**src/rtl/mem_responder_if.sv**
```systemverilog
// Command/response bus between the CPU controller and the memory responder.
// The controller drives the command side; the responder answers with data and status.
interface mem_responder_if;
    logic [1:0]  mem_cmd;
    logic [8:0]  mem_addr;
    logic [15:0] write_data;
    logic [15:0] read_data;
    logic        mem_ready;
    logic        bus_err;

    modport master (
        output mem_cmd, mem_addr, write_data,
        input  read_data, mem_ready, bus_err
    );

    modport slave (
        input  mem_cmd, mem_addr, write_data,
        output read_data, mem_ready, bus_err
    );
endinterface

```
**src/rtl/mem_responder.sv**
```systemverilog
// Wait-state memory responder: 256x16 RAM plus LED register and switch port,
// completing each command with a one-cycle mem_ready pulse.
module mem_responder #(
    parameter int         WAIT_CYCLES = 1,
    parameter logic [8:0] LED_ADDR    = 9'h100,
    parameter logic [8:0] SW_ADDR     = 9'h140
) (
    input  logic           clk,
    input  logic           reset_n,
    mem_responder_if.slave bus,
    output logic [7:0]     led_out,
    input  logic [7:0]     sw_in
);
    localparam logic [1:0] MNONE    = 2'b00;
    localparam logic [1:0] MREAD    = 2'b01;
    localparam logic [1:0] MWRITE   = 2'b11;
    localparam logic [1:0] MILLEGAL = 2'b10;
    localparam logic [3:0] WAIT_INIT = 4'(WAIT_CYCLES);

    typedef enum logic [1:0] {IDLE = 2'd0, BUSY = 2'd1, DONE = 2'd2} state_t;

    state_t      state;
    logic [3:0]  cnt;
    logic [1:0]  cmd_q;
    logic [8:0]  addr_q;
    logic [15:0] wdata_q;
    logic [15:0] ram [256];

    logic [1:0]  acc_cmd;
    logic [8:0]  acc_addr;
    logic [15:0] acc_wdata;
    logic        access;
    logic        hit_ram, hit_led, hit_sw, acc_err, ram_we;

    // With zero wait states the access happens on the accepting edge, straight from the bus.
    always_comb begin
        acc_cmd   = cmd_q;
        acc_addr  = addr_q;
        acc_wdata = wdata_q;
        access    = 1'b0;
        case (state)
            IDLE: begin
                acc_cmd   = bus.mem_cmd;
                acc_addr  = bus.mem_addr;
                acc_wdata = bus.write_data;
                access    = (bus.mem_cmd != MNONE) && (WAIT_INIT == 4'd0);
            end
            BUSY:    access = (cnt == 4'd1);
            default: access = 1'b0;
        endcase
    end

    assign hit_ram = ~acc_addr[8];
    assign hit_led = (acc_addr == LED_ADDR);
    assign hit_sw  = (acc_addr == SW_ADDR);
    assign acc_err = (acc_cmd == MILLEGAL) || !(hit_ram || hit_led || hit_sw);
    // Gating with reset_n keeps a write from landing while reset is held.
    assign ram_we  = access && reset_n && (acc_cmd == MWRITE) && hit_ram;

    always_ff @(posedge clk) begin
        if (state == IDLE && bus.mem_cmd != MNONE) begin
            cmd_q   <= bus.mem_cmd;
            addr_q  <= bus.mem_addr;
            wdata_q <= bus.write_data;
        end
        if (ram_we)
            ram[acc_addr[7:0]] <= acc_wdata;
    end

    always_ff @(posedge clk or negedge reset_n) begin
        if (!reset_n) begin
            state         <= IDLE;
            cnt           <= 4'd0;
            bus.mem_ready <= 1'b0;
            bus.bus_err   <= 1'b0;
            bus.read_data <= 16'h0000;
            led_out       <= 8'h00;
        end else begin
            bus.mem_ready <= 1'b0;
            bus.bus_err   <= 1'b0;
            case (state)
                IDLE: begin
                    if (bus.mem_cmd != MNONE) begin
                        cnt   <= WAIT_INIT;
                        state <= access ? DONE : BUSY;
                    end
                end
                BUSY: begin
                    cnt <= cnt - 4'd1;
                    if (access)
                        state <= DONE;
                end
                DONE:    state <= IDLE;
                default: state <= IDLE;
            endcase

            if (access) begin
                bus.mem_ready <= 1'b1;
                bus.bus_err   <= acc_err;
                if (acc_err)
                    bus.read_data <= 16'h0000;
                else if (acc_cmd == MREAD) begin
                    if (hit_ram)
                        bus.read_data <= ram[acc_addr[7:0]];
                    else if (hit_led)
                        bus.read_data <= {8'h00, led_out};
                    else
                        bus.read_data <= {8'h00, sw_in};
                end else if (hit_led)
                    led_out <= acc_wdata[7:0];
            end
        end
    end
endmodule

```
**src/flat_wrapper.sv**
```systemverilog
// flat-port wrapper written by rule: the top's interface ports become plain ports
module mem_responder_flat 
#(
    parameter int         WAIT_CYCLES = 1,
    parameter logic [8:0] LED_ADDR    = 9'h100,
    parameter logic [8:0] SW_ADDR     = 9'h140
)
  (clk, reset_n, led_out, sw_in, bus_mem_cmd, bus_mem_addr, bus_write_data, bus_read_data, bus_mem_ready, bus_bus_err);
  mem_responder_if bus_i ();
  input  logic clk;
  input  logic reset_n;
  output logic [7:0] led_out;
  input  logic [7:0] sw_in;
  input wire logic [$bits(bus_i.mem_cmd)-1:0] bus_mem_cmd;
  input wire logic [$bits(bus_i.mem_addr)-1:0] bus_mem_addr;
  input wire logic [$bits(bus_i.write_data)-1:0] bus_write_data;
  output wire logic [$bits(bus_i.read_data)-1:0] bus_read_data;
  output wire logic [$bits(bus_i.mem_ready)-1:0] bus_mem_ready;
  output wire logic [$bits(bus_i.bus_err)-1:0] bus_bus_err;
  assign bus_i.mem_cmd = bus_mem_cmd;
  assign bus_i.mem_addr = bus_mem_addr;
  assign bus_i.write_data = bus_write_data;
  assign bus_read_data = bus_i.read_data;
  assign bus_mem_ready = bus_i.mem_ready;
  assign bus_bus_err = bus_i.bus_err;
  mem_responder #(.WAIT_CYCLES(WAIT_CYCLES), .LED_ADDR(LED_ADDR), .SW_ADDR(SW_ADDR)) u_core (.clk(clk), .reset_n(reset_n), .bus(bus_i), .led_out(led_out), .sw_in(sw_in));
endmodule
```
**config.mk**
```make
export PLATFORM = sky130hd
export DESIGN_NAME = mem_responder_flat
export DESIGN_NICKNAME = d
export VERILOG_FILES = /design/src/rtl/mem_responder_if.sv /design/src/rtl/mem_responder.sv /design/src/flat_wrapper.sv
export SDC_FILE = /design/constraint.sdc
export NUM_CORES = 2
export LEC_CHECK = 0
export CORE_MARGIN = 8
export CORE_UTILIZATION = 46
export CTS_CLUSTER_SIZE = 8
export DETAILED_ROUTE_END_ITERATION = 7
export HOLD_SLACK_MARGIN = 0.08
export PLACE_DENSITY = 0.69
export SLEW_MARGIN = 20
export SYNTH_ARGS = -nofsm -noshare
export SYNTH_HDL_FRONTEND = slang
export SYNTH_SLANG_ARGS = --single-unit
```
**constraint.sdc**
```tcl
create_clock -name clk -period 7.5 [get_ports clk]
set_clock_uncertainty 0.05 [all_clocks]
set_input_delay 1.875 -clock clk [delete_from_list [all_inputs] [get_ports clk]]
set_output_delay 1.875 -clock clk [all_outputs]
set_load 0.005 [all_outputs]
```
==> metrics.yaml <==
crit_type: "input pin to flip-flop"
synth.avg_cell_area_um2: 17.3
period_share: 0.816
fp.coreArea_um2: 327000
fmax_ghz: 0.163
root_buffer: "clkbuf_16"
wl_um: 460000
htree_levels: 6
power.density_nw_per_um2: 419
start_util: 0.462
worstHoldPathType: "flip-flop to flip-flop"
io_pins: 63
end_kind: "flip-flop"
hold_violations: 0
status: "completed"
synth_cell_types: 61
cts_resized: 0
min_period_ns: 6.12
ys_warn_count: 0
multiInputGateArea_um2: 24000
seq_area_um2: 125000
vias: 94457
async_reset_ff_frac: 0.00770
grt_max_degree: 177
layout.nets: 9413
post_cts_buffers: 0
p_comb_frac: 0.267
pwr-share-seq: 0.410
final_cells: 13889
leakage_nw: 54.1
finalSetupViolations: 0
switching_share: 0.339
fill_cells: 24520
slew_violations: 0
insertion_delay_ns: 1.08
dieArea_um2: 347000
wl_per_cell_um: 33.1
cts_buffers: 590
rsz0062_at_grt: "no"
cts_tree: "built"
grt_pass1_vias: 91830
fp.dieW_um: 589
clk_pin_slew_ns: 0.05
area_growth_pct: 17.1
worstMarginPinSlew_ns: 1.30
gp_congestion: 0.903
synth_top_area_share: 0.820
dp.final_hpwl_um: 262000
drt-vias-per-instance: 6.80
crit_chain: "clkdlybuf4s50_1 > or4b_1 > o21a_4 > buf_4 > buf_4 > o22ai_1 > o21ai_0 > a41oi_1 > o41ai_1 > nand4_1 > o21ai_1"
dp_cells: 13128
syn_inst: 8744
ys.flop_type: "edfxtp_1"
grt_remaining_overflow: 0
cts_hold_buf: 0
cap_violations: 0
dieHeight_um: 589
clock_path_buffers: 4
synth_enable_flop_cells: 4123
track_usage: 0.253
slew-limit-headroom: 0.120
critical_path.startpoint_type: "input pin"
ant_nets: 0
p_int_w: 0.0490
critPathMaxStageDelay_ns: 1.28
synth.net_count: 8783
clkPwrFrac: 0.323
critPathMostFrequentCell: "buf_4"
crit_arrival_ns: 7.06
ys_seq_elements: 4155
clock-sinks: 4155
drive_gt1_frac: 0.143
synth_top_cell_by_area: "edfxtp_1"
peakVddDrop_mv: 0.451
antenna_found_initial: 19
ys_seq_area_frac: 0.825
grt_pass1_wl_um: 647000
p_sw_w: 0.0252
drt_iter0_markers: 15418
critPathSlowestCell: "o41ai_1"
path_max_fanout: 50
synth_area_leaders: "edfxtp_1 (82%), o22ai_1 (8.0%), o21ai_0 (3.2%)"
io_buffers: 62
synth_area_um2: 151000
utilization: 0.541
total_power_w: 0.0741
rows: 210
drt_first_pass_iters: 6
worst_ep_required_time_ns: 8.44
drc: 0
[state kept, by name (all words and copies together), names as in the netlist]
name	count
u_core.cnt	4
u_core.bus.mem_ready	1
u_core.cmd_q	2
u_core.bus.bus_err	1
u_core.state	2
u_core.wdata_q	16
u_core.ram	4096
u_core.led_out	8
u_core.addr_q	9
u_core.bus.read_data	16
[cell usage after synthesis, types with 7 or more instances]
library cell	number
a32oi_1	8
nand3_1	19
nor2_1	273
inv_1	10
o21ai_0	951
nor4_1	15
o41ai_1	51
buf_2	263
nand2b_1	12
o21ai_1	37
o22a_1	8
a21oi_1	73
buf_6	7
clkbuf_1	314
buf_1	25
dfrtp_1	32
o22ai_1	1925
edfxtp_1	4123
nand2_1	115
mux2_2	11
nand4_1	32
o21a_1	10
a41oi_1	221
buf_4	19
a22oi_1	128
[per-stage QoR]
stage	cell area [um2]	hold WS, ns	setup WS, ns	setup TNS (ns)
floorplan	151000	0.411	1.64	0
global placement	160000	0.427	-0.214	-0.214
detailed placement	160000	0.476	0.582	0
CTS	177000	0.487	1.60	0
global route	177000	0.505	1.57	0
finish	177000	0.486	1.38	0
[critical path, delay by kind of cell]
kind            cells  cell delay, ns
compound gates      6            3.37
simple gates        2            0.40
buf+inv             3            1.29
[power groups by stage]
stage / logic, W / clock network (W) / registers, W
after detailed placement: 0.0191 / 0 / 0.0307
after global placement: 0.0185 / 0 / 0.0307
after CTS: 0.0192 / 0.0241 / 0.0303
after global routing: 0.0204 / 0.0250 / 0.0303
after floorplan: 0.00975 / 0 / 0.0319
final: 0.0198 / 0.0240 / 0.0304
[worst paths after layout]
kind / start / to / slack (ns) / depth (start not counted)
worst max register to register: u_core.state[0]$_DFFE_PN0P_ / u_core.bus.read_data[7]$_DFFE_PN0P_ / 1.67 / 11
max in group asynchronous: reset_n / u_core.bus.read_data[8]$_DFFE_PN0P_ / 5.88 / 2
worst max-delay path: bus_mem_addr[0] / u_core.bus.read_data[7]$_DFFE_PN0P_ / 1.38 / 11
worst min register to register: u_core.led_out[4]$_DFFE_PN0P_ / u_core.led_out[4]$_DFFE_PN0P_ / 0.49 / 1
worst min-delay path: u_core.led_out[4]$_DFFE_PN0P_ / u_core.led_out[4]$_DFFE_PN0P_ / 0.49 / 1
min in group asynchronous: reset_n / u_core.bus.mem_ready$_DFF_PN0_ / 0.95 / 2
[cell type report]
type,count,share of cell area
diodes,13,0.000184
clock buffers,686,0.0856
clock inverters,62,0.00823
inverters,10,0.000212
multi-input cells,3951,0.136
flip-flops and latches,4155,0.705
well taps,4346,0.0307
repair buffers,666,0.0345
[layer usage]
layer,track usage,vias up,routed length [um]
met5,0,-,46
met4,0.137,6,28100
met3,0.0758,1352,63800
met2,0.390,7668,209000
met1,0.325,47618,159000
li1,-,37813,-
[kinds of logic after synthesis]
group,count (synthesis),share of synthesized area
xor+xnor,1,0.0000580
flops,4155,0.825
fa+ha+maj,2,0.000166
simple gates,495,0.0143
compound gates,3441,0.140
buf+inv,638,0.0189
mux,12,0.000887
[cell usage in the layout, fill, tap and decap left out, types with 15 or more instances in the layout]
cell,count
o22ai_1,1925
o21ai_1,32
o41ai_1,36
clkbuf_16,591
o41ai_2,15
o21ai_0,950
nand3_1,15
buf_12,73
nand2_1,89
a22oi_1,128
edfxtp_1,4123
clkbuf_1,95
clkdlybuf4s50_1,61
a21oi_1,73
nor4_1,15
nand4_1,32
dfrtp_1,32
buf_4,528
clkinv_16,34
a41oi_1,216
nor2_1,271
nand2_4,16
No activity file was read; power rests on OpenSTA's default activity.
